### src/rtl/ir_sweep_ctrl.sv
// IR-sensor sweep controller: drives a carriage forward past N_SENS beam sensors,
// dwells at the far end, returns home, and repeats for a programmable number of
// round trips. Includes a per-step watchdog and an abort path.
module ir_sweep_ctrl #(
  parameter int unsigned N_SENS  = 3,
  parameter int unsigned DLY_W   = 21,
  parameter int unsigned CYC_W   = 8,
  parameter int unsigned TO_W    = 24,
  parameter int unsigned TIMEOUT = (1 << 24) - 1
) (
  input  logic              CLK,
  input  logic              RSTn,
  input  logic [N_SENS-1:0] ir,
  input  logic              start,
  input  logic              abort,
  input  logic [CYC_W-1:0]  cycles,
  input  logic [DLY_W-1:0]  dwell,
  output logic              en,
  output logic              dir,
  output logic              busy,
  output logic              done,
  output logic              fault,
  output logic [CYC_W-1:0]  cyc_done
);

  localparam int unsigned IdxW = $clog2(N_SENS);
  localparam logic [IdxW-1:0] IdxLast = IdxW'(N_SENS - 1);
  localparam logic [IdxW-1:0] IdxPen  = IdxW'(N_SENS - 2);
  localparam logic [TO_W-1:0] WdLast  = TO_W'(TIMEOUT - 1);

  typedef enum logic [2:0] {
    StIdle,
    StFwFall,
    StFwRise,
    StEnd,
    StDwell,
    StBwFall,
    StBwRise,
    StFault
  } state_e;

  // Synchroniser chain (s1, s2) plus history flop (s3); idle beam level is 1.
  logic [N_SENS-1:0] s1_q, s2_q, s3_q;
  logic [N_SENS-1:0] s1_d, s2_d, s3_d;
  logic [N_SENS-1:0] rise, fall;

  state_e            state_q, state_d;
  logic [IdxW-1:0]   idx_q, idx_d;
  logic [CYC_W-1:0]  cycles_q, cycles_d;
  logic [CYC_W-1:0]  cyc_done_q, cyc_done_d;
  logic [DLY_W-1:0]  dwell_lim_q, dwell_lim_d;
  logic [DLY_W-1:0]  dly_q, dly_d;
  logic [TO_W-1:0]   wd_q, wd_d;
  logic              en_q, en_d;
  logic              dir_q, dir_d;
  logic              busy_q, busy_d;
  logic              done_q, done_d;
  logic              fault_q, fault_d;

  logic              sel_fall, sel_rise, wd_expired;
  logic [CYC_W-1:0]  cyc_inc;

  // Next value of the synchroniser / history chain.
  always_comb begin
    s1_d = ir;
    s2_d = s1_q;
    s3_d = s2_q;
  end

  // Synchroniser registers.
  always_ff @(posedge CLK or negedge RSTn) begin
    if (!RSTn) begin
      s1_q <= '1;
      s2_q <= '1;
      s3_q <= '1;
    end else begin
      s1_q <= s1_d;
      s2_q <= s2_d;
      s3_q <= s3_d;
    end
  end

  assign rise       = s2_q & ~s3_q;
  assign fall       = ~s2_q & s3_q;
  assign sel_fall   = fall[idx_q];
  assign sel_rise   = rise[idx_q];
  assign wd_expired = (wd_q == WdLast);
  assign cyc_inc    = cyc_done_q + CYC_W'(1);

  // Sequencing FSM: next state, step index, run bookkeeping and done pulse.
  always_comb begin
    state_d     = state_q;
    idx_d       = idx_q;
    cycles_d    = cycles_q;
    cyc_done_d  = cyc_done_q;
    dwell_lim_d = dwell_lim_q;
    done_d      = 1'b0;

    if (abort) begin
      // Abort beats everything, including a coincident start in IDLE.
      state_d = StIdle;
    end else begin
      unique case (state_q)
        StIdle: begin
          if (start) begin
            state_d     = StFwFall;
            idx_d       = '0;
            cycles_d    = cycles;
            cyc_done_d  = '0;
            // A dwell of 0 behaves as 1; store the terminal count.
            dwell_lim_d = (dwell == '0) ? '0 : dwell - DLY_W'(1);
          end
        end
        StFwFall: begin
          if (wd_expired) begin
            state_d = StFault;
          end else if (sel_fall) begin
            if (idx_q == IdxLast) begin
              state_d = StFwRise;
              idx_d   = '0;
            end else begin
              idx_d = idx_q + IdxW'(1);
            end
          end
        end
        StFwRise: begin
          if (wd_expired) begin
            state_d = StFault;
          end else if (sel_rise) begin
            if (idx_q == IdxLast) begin
              state_d = StEnd;
            end else begin
              idx_d = idx_q + IdxW'(1);
            end
          end
        end
        StEnd: begin
          if (wd_expired) begin
            state_d = StFault;
          end else if (fall[N_SENS-1]) begin
            state_d = StDwell;
          end
        end
        StDwell: begin
          if (dly_q == dwell_lim_q) begin
            state_d = StBwFall;
            idx_d   = IdxPen;
          end
        end
        StBwFall: begin
          if (wd_expired) begin
            state_d = StFault;
          end else if (sel_fall) begin
            if (idx_q == '0) begin
              state_d = StBwRise;
              idx_d   = IdxLast;
            end else begin
              idx_d = idx_q - IdxW'(1);
            end
          end
        end
        StBwRise: begin
          if (wd_expired) begin
            state_d = StFault;
          end else if (sel_rise) begin
            if (idx_q == '0) begin
              cyc_done_d = cyc_inc;
              if ((cycles_q != '0) && (cyc_inc == cycles_q)) begin
                state_d = StIdle;
                done_d  = 1'b1;
              end else begin
                state_d = StFwFall;
                idx_d   = '0;
              end
            end else begin
              idx_d = idx_q - IdxW'(1);
            end
          end
        end
        StFault: begin
          state_d = StFault;
        end
      endcase
    end
  end

  // Watchdog and dwell counters.
  always_comb begin
    wd_d  = wd_q + TO_W'(1);
    dly_d = '0;
    if ((state_d != state_q) || (idx_d != idx_q) ||
        (state_q inside {StIdle, StDwell, StFault})) begin
      wd_d = '0;
    end
    if ((state_q == StDwell) && (state_d == StDwell)) begin
      dly_d = dly_q + DLY_W'(1);
    end
  end

  // Registered outputs decoded from the upcoming state.
  always_comb begin
    en_d    = !(state_d inside {StIdle, StFault});
    busy_d  = en_d;
    fault_d = (state_d == StFault);
    dir_d   = dir_q;
    unique case (state_d)
      StIdle, StFwFall, StFwRise:         dir_d = 1'b1;
      StEnd, StDwell, StBwFall, StBwRise: dir_d = 1'b0;
      StFault:                            dir_d = dir_q;
    endcase
  end

  // State, counter and output registers.
  always_ff @(posedge CLK or negedge RSTn) begin
    if (!RSTn) begin
      state_q     <= StIdle;
      idx_q       <= '0;
      cycles_q    <= '0;
      cyc_done_q  <= '0;
      dwell_lim_q <= '0;
      dly_q       <= '0;
      wd_q        <= '0;
      en_q        <= 1'b0;
      dir_q       <= 1'b1;
      busy_q      <= 1'b0;
      done_q      <= 1'b0;
      fault_q     <= 1'b0;
    end else begin
      state_q     <= state_d;
      idx_q       <= idx_d;
      cycles_q    <= cycles_d;
      cyc_done_q  <= cyc_done_d;
      dwell_lim_q <= dwell_lim_d;
      dly_q       <= dly_d;
      wd_q        <= wd_d;
      en_q        <= en_d;
      dir_q       <= dir_d;
      busy_q      <= busy_d;
      done_q      <= done_d;
      fault_q     <= fault_d;
    end
  end

  assign en       = en_q;
  assign dir      = dir_q;
  assign busy     = busy_q;
  assign done     = done_q;
  assign fault    = fault_q;
  assign cyc_done = cyc_done_q;

endmodule
### config.mk
export PLATFORM = sky130hd
export DESIGN_NAME = ir_sweep_ctrl
export DESIGN_NICKNAME = d
export VERILOG_FILES = /design/src/rtl/ir_sweep_ctrl.sv
export SDC_FILE = /design/constraint.sdc
export NUM_CORES = 1
export LEC_CHECK = 0
export ABC_CLOCK_PERIOD_IN_PS = 2400
export BUFFER_PORTS_ARGS = -buffer_cell sky130_fd_sc_hd__buf_4
export CORE_MARGIN = 2
export CORE_UTILIZATION = 30
export DETAILED_ROUTE_END_ITERATION = 7
export SLEW_MARGIN = 20
export SYNTH_ARGS = -nofsm -noshare
export SYNTH_HDL_FRONTEND = slang
export SYNTH_SLANG_ARGS = --single-unit
### constraint.sdc
create_clock -name CLK -period 2.4 [get_ports CLK]
set_input_delay 0.72 -clock CLK [delete_from_list [all_inputs] [get_ports CLK]]
set_output_delay 0.72 -clock CLK [all_outputs]
set_load 0.02 [all_outputs]
==> results of run 1 <==
## cell type report
cell class / instances / area (um^2) / share of cell area, %
timing repair buffer: 188 / 1520 / 18.8
multi-input combinational: 484 / 3400 / 42.2
clock buffer: 11 / 243 / 3.01
sequential: 100 / 2520 / 31.3
clock inverter: 5 / 35.0 / 0.435
inverter: 14 / 55.1 / 0.683
tap: 234 / 293 / 3.63
## sequential cells by signal, summed over array words and instances (netlist names), 8 cells and up
register and cells:
cyc_done 8, dwell_lim_q 21, cycles_q 8, wd_q 24, dly_q 21
## power by group through the flow
stage / clock network (mW) / registers, mW / logic, mW
2_1_floorplan: 0 / 1.91 / 0.411
3_3_place_gp: 0 / 1.95 / 0.687
3_5_place_dp: 0 / 1.95 / 0.696
4_1_cts: 1.43 / 1.92 / 0.804
5_1_grt: 1.49 / 1.93 / 0.901
6_report: 1.38 / 1.92 / 0.825
## cells by family after synthesis
family,share of synthesized area (%)
compound gates,10.1
mux,2.66
simple gates,23.8
buf+inv,3.49
fa+ha+maj,2.40
xor+xnor,13.6
flops,43.9
## layer usage
layer / vias up / routed length (um)
met5: - / 0
met2: 77 / 6940
met4: 0 / 234
met1: 2388 / 6940
met3: 15 / 458
li1: 2499 / -
## cell usage in the layout, fill, tap and decap left out, types with 5 or more instances in the layout
cell	synthesis	routed
sky130_fd_sc_hd__ha_1	11	9
sky130_fd_sc_hd__dfrtp_1	90	86
sky130_fd_sc_hd__a21oi_1	13	11
sky130_fd_sc_hd__xnor2_1	58	57
sky130_fd_sc_hd__xor2_1	31	31
sky130_fd_sc_hd__dfstp_2	10	10
sky130_fd_sc_hd__nand3_1	20	18
sky130_fd_sc_hd__nand4_1	14	14
sky130_fd_sc_hd__o21ai_0	37	34
sky130_fd_sc_hd__nor2_2	0	10
sky130_fd_sc_hd__nand2_1	69	69
sky130_fd_sc_hd__nor3_2	0	5
sky130_fd_sc_hd__clkbuf_16	0	10
sky130_fd_sc_hd__nor4_1	10	7
sky130_fd_sc_hd__nand2b_1	13	13
sky130_fd_sc_hd__and3_1	9	9
sky130_fd_sc_hd__inv_1	14	12
sky130_fd_sc_hd__buf_4	1	179
sky130_fd_sc_hd__nor2_1	89	74
sky130_fd_sc_hd__nor2b_1	5	5
sky130_fd_sc_hd__mux2_2	10	10
sky130_fd_sc_hd__nor3_1	15	10
sky130_fd_sc_hd__nor2_4	0	5
## through the flow
step                      cell area [um^2]  std cells  power, mW
after global placement                7290       1008       2.63
after floorplan                       5770        623       2.32
after detailed placement              7290       1008       2.64
after global routing                  8060       1036       4.32
after CTS                             7940       1036       4.15
final                                 8060       1036       4.12
## worst paths after layout
| check | from | depth (start not counted) | slack (ns) | end |
|---|---|---|---|---|
| setup / recovery | cyc_done[1] | 10 | -0.18 | wd_q[17] |
| hold / removal | RSTn | 1 | 0.22 | wd_q[8] |
| setup reg to reg | cyc_done[1] | 10 | -0.18 | wd_q[17] |
| hold reg to reg | s1_q[1] | 0 | 0.36 | s2_q[1] |
| max in group asynchronous | RSTn | 2 | 1.57 | cyc_done[0] |
| min in group CLK | s1_q[1] | 0 | 0.36 | s2_q[1] |
## timing repair
item                       in CTS  in global routing
hold endpoints to repair        0                  0
setup endpoints to repair      56                 77
pin swaps                      36                 12
setup buffers                   8                  0
gates cloned                    5                  1
hold buffers                    0                  0
gates resized for setup        53                 21
==> load_flow_metrics.sql, run 1 <==
INSERT INTO impl_metrics (metric_group, metric, value, unit) VALUES
('status', 'status', 'finished with violations', ''),
('sta', 'fin_ws', '-0.178', 'ns'),
('status', 'failing_checks', 'negative setup slack', ''),
('setup_path', 'critical_path.cell_chain', 'ha_4, and2_4, o21ai_1, o311ai_2, a221oi_4, a31oi_4, buf_4, a2111o_2, nand4_4, nor2_1', ''),
('sta', 'timing.final.setup_violations', '46', ''),
('synth', 'synth-warning-count', '0', ''),
('finish', 'flow.area_growth_from_synthesis', '40.8', '%'),
('pwr', 'power.share.combinational', '20.0', '%'),
('setup_path', 'critical_path.startpoint_type', 'flip-flop', ''),
('synth', 'synth_area', '0.00573', 'mm^2'),
('pwr', 'cell_pwr_density', '511', 'mW/mm^2'),
('synth', 'post-synth-top-count-cell', 'sky130_fd_sc_hd__dfrtp_1', ''),
('floorplanning', 'die-area', '0.0202', 'mm^2'),
('synth', 'syn-num-nets', '670', ''),
('pwr', 'power.internal', '2.96', 'mW'),
('setup_path', 'worst-endpoint-required', '2.63', 'ns'),
('floorplanning', 'coreArea', '0.0187', 'mm^2'),
('setup_path', 'endpoint_kind', 'flip-flop', ''),
('sta', 'fin_worst_hold_slack', '0.218', 'ns'),
('cts', 'clkTransAtPathRegs', '0.07', 'ns'),
('finish', 'nFillCells', '1783', ''),
('synth', 'syn-instance-count', '623', ''),
('synth', 'ys_ff_latch', '100', ''),
('finish', 'drive_above_1_share', '35.9', '%'),
('finish', 'n_antenna_cell', '0', ''),
('routing', 'remaining_drc_errors', '0', ''),
('routing', 'drt_iter0_drc', '248', ''),
('routing', 'drt-vias-per-instance', '4.81', ''),
('placed_design', 'preCtsSetupSlack', '-0.306', 'ns'),
('pwr', 'peakVddDrop', '0.335', 'mV'),
('global_route', 'globalRouteMet3Util', '2.76', '%'),
('global_route', 'sum_of_overflow_across_all_layers_after_global_routing', '0', ''),
('cts', 'worst_skew_pair.late_latency', '0.36', 'ns'),
('synth', 'synth.avg_cell_area', '9.19', 'um^2'),
('synth', 'synth_edf_count', '0', ''),
('job', 'maxCapViolCount', '0', ''),
('setup_path', 'worstPathBufferInverterCount', '1', ''),
('floorplanning', 'initial_utilization', '30.6', '%'),
('pwr', 'netSwitchingPower', '1.17', 'mW'),
('placed_design', 'dp_hpwl', '10400', 'um'),
('sta', 'period_minus_slack', '2.58', 'ns'),
('sta', 'maxClockFrequency', '388', 'MHz'),
('global_route', 'busiest_layer', 'met2', ''),
('placed_design', 'buffer_ports.inserted', '48', ''),
('synth', 'synth_seq_area_share', '43.9', '%'),
('setup_path', 'timing.setup.critical_path_class', 'reg -> reg', ''),
('global_route', 'grt_util_met1', '20.0', '%'),
('sta', 'report.final.slew_viol_count', '0', ''),
('synth', 'synthDominantCellAreaShare', '39.3', '%'),
('synth', 'synth_area_leaders', 'sky130_fd_sc_hd__dfrtp_1 (39%), sky130_fd_sc_hd__xnor2_1 (8.9%), sky130_fd_sc_hd__nor2_1 (5.8%)', ''),
('synth', 'post_synth_num_cell_types', '65', ''),
('hold_path', 'min_path_type', 'in -> async', ''),
('setup_path', 'timing.critical_path.max_delay_family', 'compound AO/OA/AOI/OAI gates', ''),
('floorplanning', 'floorplan.io_pins', '49', ''),
('sta', 'post-route-period-util', '107', '%'),
('cts', 'cts.root.buffer_cell', 'sky130_fd_sc_hd__clkbuf_16', ''),
('sta', 'slew_headroom', '46.5', '%'),
('setup_path', 'slowest_stage_cell_cp', 'sky130_fd_sc_hd__a2111o_2', ''),
('global_route', 'globalRouteMet2Util', '24.3', '%'),
('routing', 'ant_nets', '0', ''),
('pwr', 'p_leak', '3.36', 'nW'),
('pwr', 'power_frac_clock', '33.5', '%'),
('setup_path', 'crit_path_max_incr_delay', '0.46', 'ns'),
('finish', 'layout.nets', '844', ''),
('routing', 'route.detailed.wl_per_inst', '14.1', 'um'),
('placed_design', 'final_estimated_routing_congestion_in_global_placement', '0.886', ''),
('routing', 'route.final.wire_length', '14600', 'um'),
('sta', 'max_slew.worst_pin.slew', '0.796', 'ns'),
('cts', 'tritoncts.num_buffers', '9', ''),
('pwr', 'seqPwrFrac', '46.5', '%'),
('setup_path', 'arrival_worst_endpoint', '2.81', 'ns');
Note: power is estimated with default switching activity, not from simulation.
==> run 2: changes to the inputs <==
--- a/config.mk
+++ b/config.mk
@@ -8,8 +8,9 @@
 export ABC_CLOCK_PERIOD_IN_PS = 2400
 export BUFFER_PORTS_ARGS = -buffer_cell sky130_fd_sc_hd__buf_4
 export CORE_MARGIN = 2
-export CORE_UTILIZATION = 30
+export CORE_UTILIZATION = 45
 export DETAILED_ROUTE_END_ITERATION = 7
+export PLACE_DENSITY = 0.65
 export SLEW_MARGIN = 20
 export SYNTH_ARGS = -nofsm -noshare
 export SYNTH_HDL_FRONTEND = slang
==> run 2 against run 1 <==
The run still ends with negative setup slack left. First-iteration DRC count rose by 45%. Cell count fell by 7.9%. Clock-buffer cell count did not move. Via count rose by 1.6%. Critical path depth fell by 2. Register-to-register slack barely moved. Clock power barely moved. Largest cell class unchanged. Highest routed layer unchanged.
==> load_flow_metrics.sql, run 2 (synthesis results as in run 1) <==
INSERT INTO impl_metrics (metric_group, metric, value, unit) VALUES
('global_route', 'grt_max_degree', '64', ''),
('global_route', 'first_pass_grt_wire_length', '23500', 'um'),
('finish', 'largest_reg_flops', '24', ''),
('pwr', 'seqPwrFrac', '46.2', '%'),
('setup_path', 'worstPathBufferInverterCount', '1', ''),
('floorplanning', 'die-area', '0.0136', 'mm^2'),
('pwr', 'netSwitchingPower', '1.18', 'mW'),
('global_route', 'globalRouteTotalUtil', '21.6', '%'),
('sta', 'maxClockFrequency', '386', 'MHz'),
('setup_path', 'critical_path.startpoint_type', 'flip-flop', ''),
('sta', 'slew_headroom', '52.0', '%'),
('pwr', 'cell_pwr_density', '528', 'mW/mm^2'),
('setup_path', 'timing.critical_path.max_delay_family', 'simple AND/OR/NAND/NOR gates', ''),
('cts', 'cts.root.buffer_cell', 'sky130_fd_sc_hd__clkbuf_16', ''),
('finish', 'biggestRegsByFlops', 'wd_q (24), dly_q (21), dwell_lim_q (21)', ''),
('routing', 'drt_pass1_iterations', '5', ''),
('pwr', 'total_power', '4.16', 'mW'),
('finish', 'largest_register', 'wd_q', ''),
('sta', 'timing.final.setup_violations', '46', ''),
('setup_path', 'timing.setup.critical_path_class', 'reg -> reg', ''),
('cts', 'cts_max_path_buffers', '2', ''),
('pwr', 'power_frac_clock', '32.9', '%'),
('cts', 'clkTransAtPathRegs', '0.07', 'ns'),
('pwr', 'power.share.combinational', '20.9', '%'),
('cts', 'worst_skew_pair.late_latency', '0.35', 'ns'),
('routing', 'ant_nets', '0', ''),
('pwr', 'p_leak', '3.23', 'nW'),
('hold_path', 'min_path_type', 'in -> async', ''),
('placed_design', 'buffer_ports.inserted', '48', ''),
('cts', 'cts_tree', 'done', ''),
('routing', 'route.final.wire_length', '14200', 'um'),
('global_route', 'sum_of_overflow_across_all_layers_after_global_routing', '0', ''),
('placed_design', 'dp_hpwl', '10000', 'um'),
('sta', 'period_minus_slack', '2.59', 'ns'),
('global_route', 'via_count_of_the_first_global_routing_pass', '5158', ''),
('pwr', 'peakVddDrop', '0.325', 'mV'),
('finish', 'post_layout_nonfiller_instances', '954', ''),
('sta', 'grt_setup_unrepaired', 'yes', ''),
('placed_design', 'final_estimated_routing_congestion_in_global_placement', '0.881', ''),
('setup_path', 'crit_path_max_incr_delay', '0.56', 'ns'),
('setup_path', 'crit_cells', '8', ''),
('finish', 'final_core_utilization', '62.9', '%'),
('sta', 'fin_ws', '-0.190', 'ns'),
('job', 'maxCapViolCount', '0', ''),
('placed_design', 'preCtsSetupSlack', '-0.281', 'ns'),
('routing', 'drt-vias-per-instance', '5.30', ''),
('status', 'failing_checks', 'negative setup slack', ''),
('cts', 'htree_num_levels', '3', ''),
('floorplanning', 'coreArea', '0.0125', 'mm^2'),
('routing', 'route.detailed.wl_per_inst', '14.9', 'um'),
('floorplanning', 'floorplan.io_pins', '49', ''),
('finish', 'drive_above_1_share', '35.3', '%'),
('floorplanning', 'die_x', '117', 'um'),
('global_route', 'antenna_found_initial', '0', ''),
('cts', 'tritoncts.num_buffers', '9', ''),
('setup_path', 'worst-endpoint-required', '2.63', 'ns'),
('floorplanning', 'initial_utilization', '45.8', '%'),
('floorplanning', 'die_height', '117', 'um'),
('setup_path', 'worstRegToRegCells', '8', ''),
('routing', 'vias', '5057', ''),
('setup_path', 'endpoint_kind', 'flip-flop', ''),
('finish', 'nFillCells', '1028', ''),
('pwr', 'power.share.switching', '28.3', '%'),
('finish', 'flow.area_growth_from_synthesis', '37.4', '%'),
('cts', 'hold_buffers', '0', ''),
('sta', 'report.final.slew_viol_count', '0', ''),
('routing', 'drt_iter0_drc', '359', ''),
('sta', 'fin_skew', '0.00912', 'ns'),
('sta', 'hold_viol_final', '0', ''),
('pwr', 'power.internal', '2.98', 'mW'),
('finish', 'layout.nets', '824', ''),
('sta', 'max_slew.worst_pin.slew', '0.714', 'ns'),
('finish', 'n_antenna_cell', '0', ''),
('placed_design', 'dp.cells', '924', ''),
('setup_path', 'slowest_stage_cell_cp', 'sky130_fd_sc_hd__or4_4', ''),
('setup_path', 'arrival_worst_endpoint', '2.82', 'ns'),
('finish', 'layout.cells.most_common', 'sky130_fd_sc_hd__buf_4', ''),
('finish', 'layout_common_cells', 'sky130_fd_sc_hd__buf_4 (159), sky130_fd_sc_hd__dfrtp_1 (84), sky130_fd_sc_hd__nor2_1 (81)', ''),
('sta', 'post-route-period-util', '108', '%'),
('setup_path', 'critical_path_fanouts_max', '7', ''),
('cts', 'cts_sinks', '100', ''),
('status', 'status', 'finished with violations', ''),
('routing', 'remaining_drc_errors', '0', ''),
('setup_path', 'critical_path.cell_chain', 'buf_6, or3b_1, a21oi_1, o22ai_1, or4_4, o311a_4, nand4_4, nor2_1', ''),
('floorplanning', 'cell_rows', '41', '');
[run 2: power groups by stage]
stage               Sequential [mW]  Combinational [mW]  Clock (mW)
floorplan                      1.91               0.411           0
global placement               1.94               0.668           0
detailed placement             1.95               0.679           0
CTS                            1.92               0.794        1.40
global route                   1.94               0.951        1.47
finish                         1.92               0.868        1.37
[run 2: area by class of cell]
class | count | area, um^2 | area share, %
inverter | 14 | 55.1 | 0.699
timing repair buffer | 168 | 1340 | 17.0
clock buffer | 11 | 243 | 3.08
clock inverter | 5 | 36.3 | 0.461
sequential | 100 | 2520 | 32.0
tap | 172 | 215 | 2.73
multi-input combinational | 484 | 3460 | 44.0
[run 2: stage by stage]
step / setup TNS (ns) / cell area [um^2] / hold WS, ns
after global routing: -8.89 / 7870 / 0.229
after global placement: -9.74 / 7050 / 0.348
after detailed placement: -15.85 / 7050 / 0.349
after floorplan: 0 / 5770 / 0.345
final: -5.23 / 7870 / 0.222
after CTS: -3.65 / 7590 / 0.226
[run 2: worst paths after layout]
path | startpoint | end | slack, ns
worst min-delay path | RSTn | idx_q[1] | 0.22
worst max register to register | idx_q[0] | wd_q[18] | -0.19
max in group asynchronous | RSTn | s1_q[1] | 1.57
min in group CLK | s1_q[2] | s2_q[2] | 0.36
worst min register to register | s1_q[2] | s2_q[2] | 0.36
worst max-delay path | idx_q[0] | wd_q[18] | -0.19
[run 2: metal layers]
metal / up-vias / global-route usage (%) / part of all wire, %
li1: 2461 / - / -
met1: 2462 / 28.2 / 44
met2: 111 / 36.8 / 50
met3: 23 / 3.24 / 4.4
met4: 0 / 7.76 / 1.9
met5: - / 0 / 0
[run 2: repair_timing]
action | 4_1_cts | 5_1_grt
setup buffers | 6 | 5
pin swaps | 25 | 26
setup endpoints to repair | 57 | 77
gates cloned | 3 | 0
endpoints found under the hold margin | 0 | 0
resized for setup | 34 | 49
[run 2: worst register-to-register path, cell delays in order, from the launching register on]
cell and delay (ns):
sky130_fd_sc_hd__dfrtp_2 0.48, sky130_fd_sc_hd__buf_6 0.15, sky130_fd_sc_hd__or3b_1 0.38, sky130_fd_sc_hd__a21oi_1 0.15, sky130_fd_sc_hd__o22ai_1 0.13, sky130_fd_sc_hd__or4_4 0.56
sky130_fd_sc_hd__o311a_4 0.39, sky130_fd_sc_hd__nand4_4 0.16, sky130_fd_sc_hd__nor2_1 0.08
==> run 3: changes to the inputs <==
--- a/config.mk
+++ b/config.mk
@@ -11,6 +11,8 @@
 export CORE_UTILIZATION = 45
 export DETAILED_ROUTE_END_ITERATION = 7
 export PLACE_DENSITY = 0.65
+export REMOVE_ABC_BUFFERS = 1
+export SETUP_SLACK_MARGIN = 0.05
 export SLEW_MARGIN = 20
 export SYNTH_ARGS = -nofsm -noshare
 export SYNTH_HDL_FRONTEND = slang
==> run 3 against run 2 <==
The flow still finishes with violations (negative setup slack). Sequential cell count did not move. Combinational power rose by 2.5%. Sequential share of layout area fell by 1.2 points. Critical path depth rose by 3. Global-route usage fell by 1.1 points. Cell area rose by 3.7%. Clock power barely moved. First-iteration DRC count fell by 21%. Clock skew fell by 0.0024 ns. Core utilization rose by 2.3 points. Largest power group unchanged.
==> load_flow_metrics.sql, run 3 (synthesis results as in run 1) <==
INSERT INTO impl_metrics (metric_group, metric, value, unit) VALUES
('status', 'status', 'finished with violations', ''),
('status', 'failing_checks', 'negative setup slack', ''),
('routing', 'vias', '5104', ''),
('setup_path', 'timing.setup.critical_path_class', 'reg -> reg', ''),
('routing', 'drt_iter0_drc', '285', ''),
('finish', 'biggestRegsByFlops', 'wd_q (24), dly_q (21), dwell_lim_q (21)', ''),
('finish', 'n_antenna_cell', '0', ''),
('floorplanning', 'coreArea', '0.0125', 'mm^2'),
('cts', 'cts_max_path_buffers', '2', ''),
('routing', 'remaining_drc_errors', '0', ''),
('sta', 'fin_skew', '0.00675', 'ns'),
('placed_design', 'placedInstanceArea', '0.00697', 'mm^2'),
('routing', 'ant_nets', '0', ''),
('setup_path', 'crit_path_max_incr_delay', '0.52', 'ns'),
('global_route', 'globalRouteTotalUtil', '20.5', '%'),
('hold_path', 'min_path_type', 'in -> async', ''),
('finish', 'largest_register', 'wd_q', ''),
('placed_design', 'final_estimated_routing_congestion_in_global_placement', '0.937', ''),
('setup_path', 'crit_path_frequent_cell', 'sky130_fd_sc_hd__buf_6', ''),
('setup_path', 'worstReg2RegEnd', 'wd_q[9]', ''),
('job', 'maxCapViolCount', '0', ''),
('setup_path', 'critical_path.startpoint_type', 'flip-flop', ''),
('sta', 'timing.final.setup_violations', '46', ''),
('sta', 'fin_ws', '-0.252', 'ns'),
('pwr', 'peakVddDrop', '0.352', 'mV'),
('global_route', 'grt_max_degree', '42', ''),
('finish', 'nFillCells', '973', ''),
('finish', 'layout.cells.most_common', 'sky130_fd_sc_hd__buf_4', ''),
('setup_path', 'worst-endpoint-required', '2.63', 'ns'),
('pwr', 'cell_pwr_density', '515', 'mW/mm^2'),
('finish', 'multi_input_area', '0.00361', 'mm^2'),
('finish', 'layout.nets', '825', ''),
('finish', 'drive_above_1_share', '39.0', '%'),
('routing', 'drt-vias-per-instance', '5.34', ''),
('pwr', 'total_power', '4.20', 'mW'),
('global_route', 'antenna_found_initial', '0', ''),
('cts', 'tritoncts.num_buffers', '9', ''),
('sta', 'maxClockFrequency', '377', 'MHz'),
('sta', 'hold_viol_final', '0', ''),
('setup_path', 'endpoint_kind', 'flip-flop', ''),
('global_route', 'via_count_of_the_first_global_routing_pass', '4860', ''),
('routing', 'drt_pass1_iterations', '5', ''),
('global_route', 'first_pass_grt_wire_length', '22400', 'um'),
('setup_path', 'crit_cells', '11', ''),
('setup_path', 'worstPathBufferInverterCount', '4', ''),
('pwr', 'p_leak', '3.32', 'nW'),
('finish', 'largest_reg_flops', '24', ''),
('sta', 'grt_setup_unrepaired', 'yes', ''),
('sta', 'report.final.slew_viol_count', '0', ''),
('cts', 'cts_tree', 'done', ''),
('cts', 'cts.root.buffer_cell', 'sky130_fd_sc_hd__clkbuf_16', ''),
('sta', 'period_minus_slack', '2.65', 'ns'),
('floorplanning', 'cell_rows', '41', ''),
('cts', 'cts_sinks', '100', ''),
('floorplanning', 'die_height', '117', 'um'),
('setup_path', 'worstRegToRegCells', '11', ''),
('setup_path', 'critical_path.cell_chain', 'buf_6, buf_6, buf_4, ha_1, o211ai_1, o22ai_2, or4_4, o311a_4, nand4_4, clkbuf_16, nor2_1', ''),
('finish', 'register_area', '0.00252', 'mm^2'),
('sta', 'max_slew.worst_pin.slew', '0.538', 'ns'),
('placed_design', 'preCtsSetupSlack', '-0.232', 'ns'),
('cts', 'worst_skew_pair.late_latency', '0.35', 'ns'),
('routing', 'route.detailed.wl_per_inst', '15.5', 'um'),
('floorplanning', 'die-area', '0.0136', 'mm^2'),
('sta', 'post-route-period-util', '110', '%'),
('global_route', 'sum_of_overflow_across_all_layers_after_global_routing', '0', ''),
('sta', 'slew_headroom', '63.8', '%'),
('placed_design', 'buffer_ports.inserted', '48', ''),
('setup_path', 'critPathLaunch', 'idx_q[0]', ''),
('setup_path', 'reg2reg_from', 'idx_q[0]', ''),
('setup_path', 'slowest_stage_cell_cp', 'sky130_fd_sc_hd__or4_4', ''),
('routing', 'route.final.wire_length', '14800', 'um'),
('cts', 'clkTransAtPathRegs', '0.06', 'ns'),
('finish', 'flow.area_growth_from_synthesis', '42.5', '%'),
('placed_design', 'dp_hpwl', '9520', 'um'),
('cts', 'htree_num_levels', '3', ''),
('setup_path', 'ff2ff_setup_slack', '-0.25', 'ns'),
('floorplanning', 'initial_utilization', '45.8', '%'),
('finish', 'design_area', '0.00816', 'mm^2'),
('setup_path', 'arrival_worst_endpoint', '2.88', 'ns'),
('cts', 'hold_buffers', '0', ''),
('setup_path', 'timing.critical_path.max_delay_family', 'simple AND/OR/NAND/NOR gates', ''),
('floorplanning', 'die_x', '117', 'um'),
('floorplanning', 'floorplan.io_pins', '49', ''),
('finish', 'layout_common_cells', 'sky130_fd_sc_hd__buf_4 (149), sky130_fd_sc_hd__dfrtp_1 (86), sky130_fd_sc_hd__nand2_1 (67)', ''),
('setup_path', 'critical_path_fanouts_max', '6', '');
## run 3: cell types whose count changed in the layout (fill, tap and decap cells not counted), sizes merged
cell,delta
or3,+1
buf,-1
nand4,-3
inv,-1
clkbuf,+5
## run 3: per-layer routing
layer / global-route usage, % / part of all wire (%)
met1: 26.2 / 42
met2: 36.3 / 52
met5: 0 / 0
met3: 2.73 / 3.7
met4: 6.67 / 2.1
## run 3: per-stage QoR
stage	setup TNS (ns)	hold WS (ns)	cells	utilization, %
finish	-8.41	0.351	955	65.2
floorplan	-23.81	0.345	595	-
CTS	-3.67	0.357	942	60.5
detailed placement	-14.83	0.347	915	55.7
global route	-12.24	0.359	955	65.2
global placement	-10.66	0.347	915	55.7
## run 3: power breakdown
part,leakage [nW],switching (mW),total (mW),internal (mW)
Combinational,1.89,0.429,0.890,0.461
Clock,0.134,0.626,1.39,0.764
Sequential,1.30,0.114,1.92,1.81
Total,3.32,1.17,4.20,3.03
## run 3: cell type report
type,count,area share (%)
clock buffer,12,3.16
sequential,100,30.9
timing repair buffer,171,18.1
tap,172,2.64
multi-input combinational,482,44.3
clock inverter,4,0.307
inverter,14,0.644
## run 3: how the worst max path moves through the flow
stage,endpoint,slack (ns)
2_1_floorplan,dly_q[10],-0.52
4_1_cts,wd_q[15],-0.13
5_1_grt,wd_q[5],-0.31
3_5_place_dp,dwell_lim_q[11],-0.23
6_report,wd_q[9],-0.25
3_3_place_gp,wd_q[10],-0.19
## run 3: timing repair
action                     in CTS  in global routing
gates resized for setup        42                117
setup endpoints to repair      58                 78
pin swaps                      13                 33
gates cloned                    2                  5
setup buffers                   9                 12
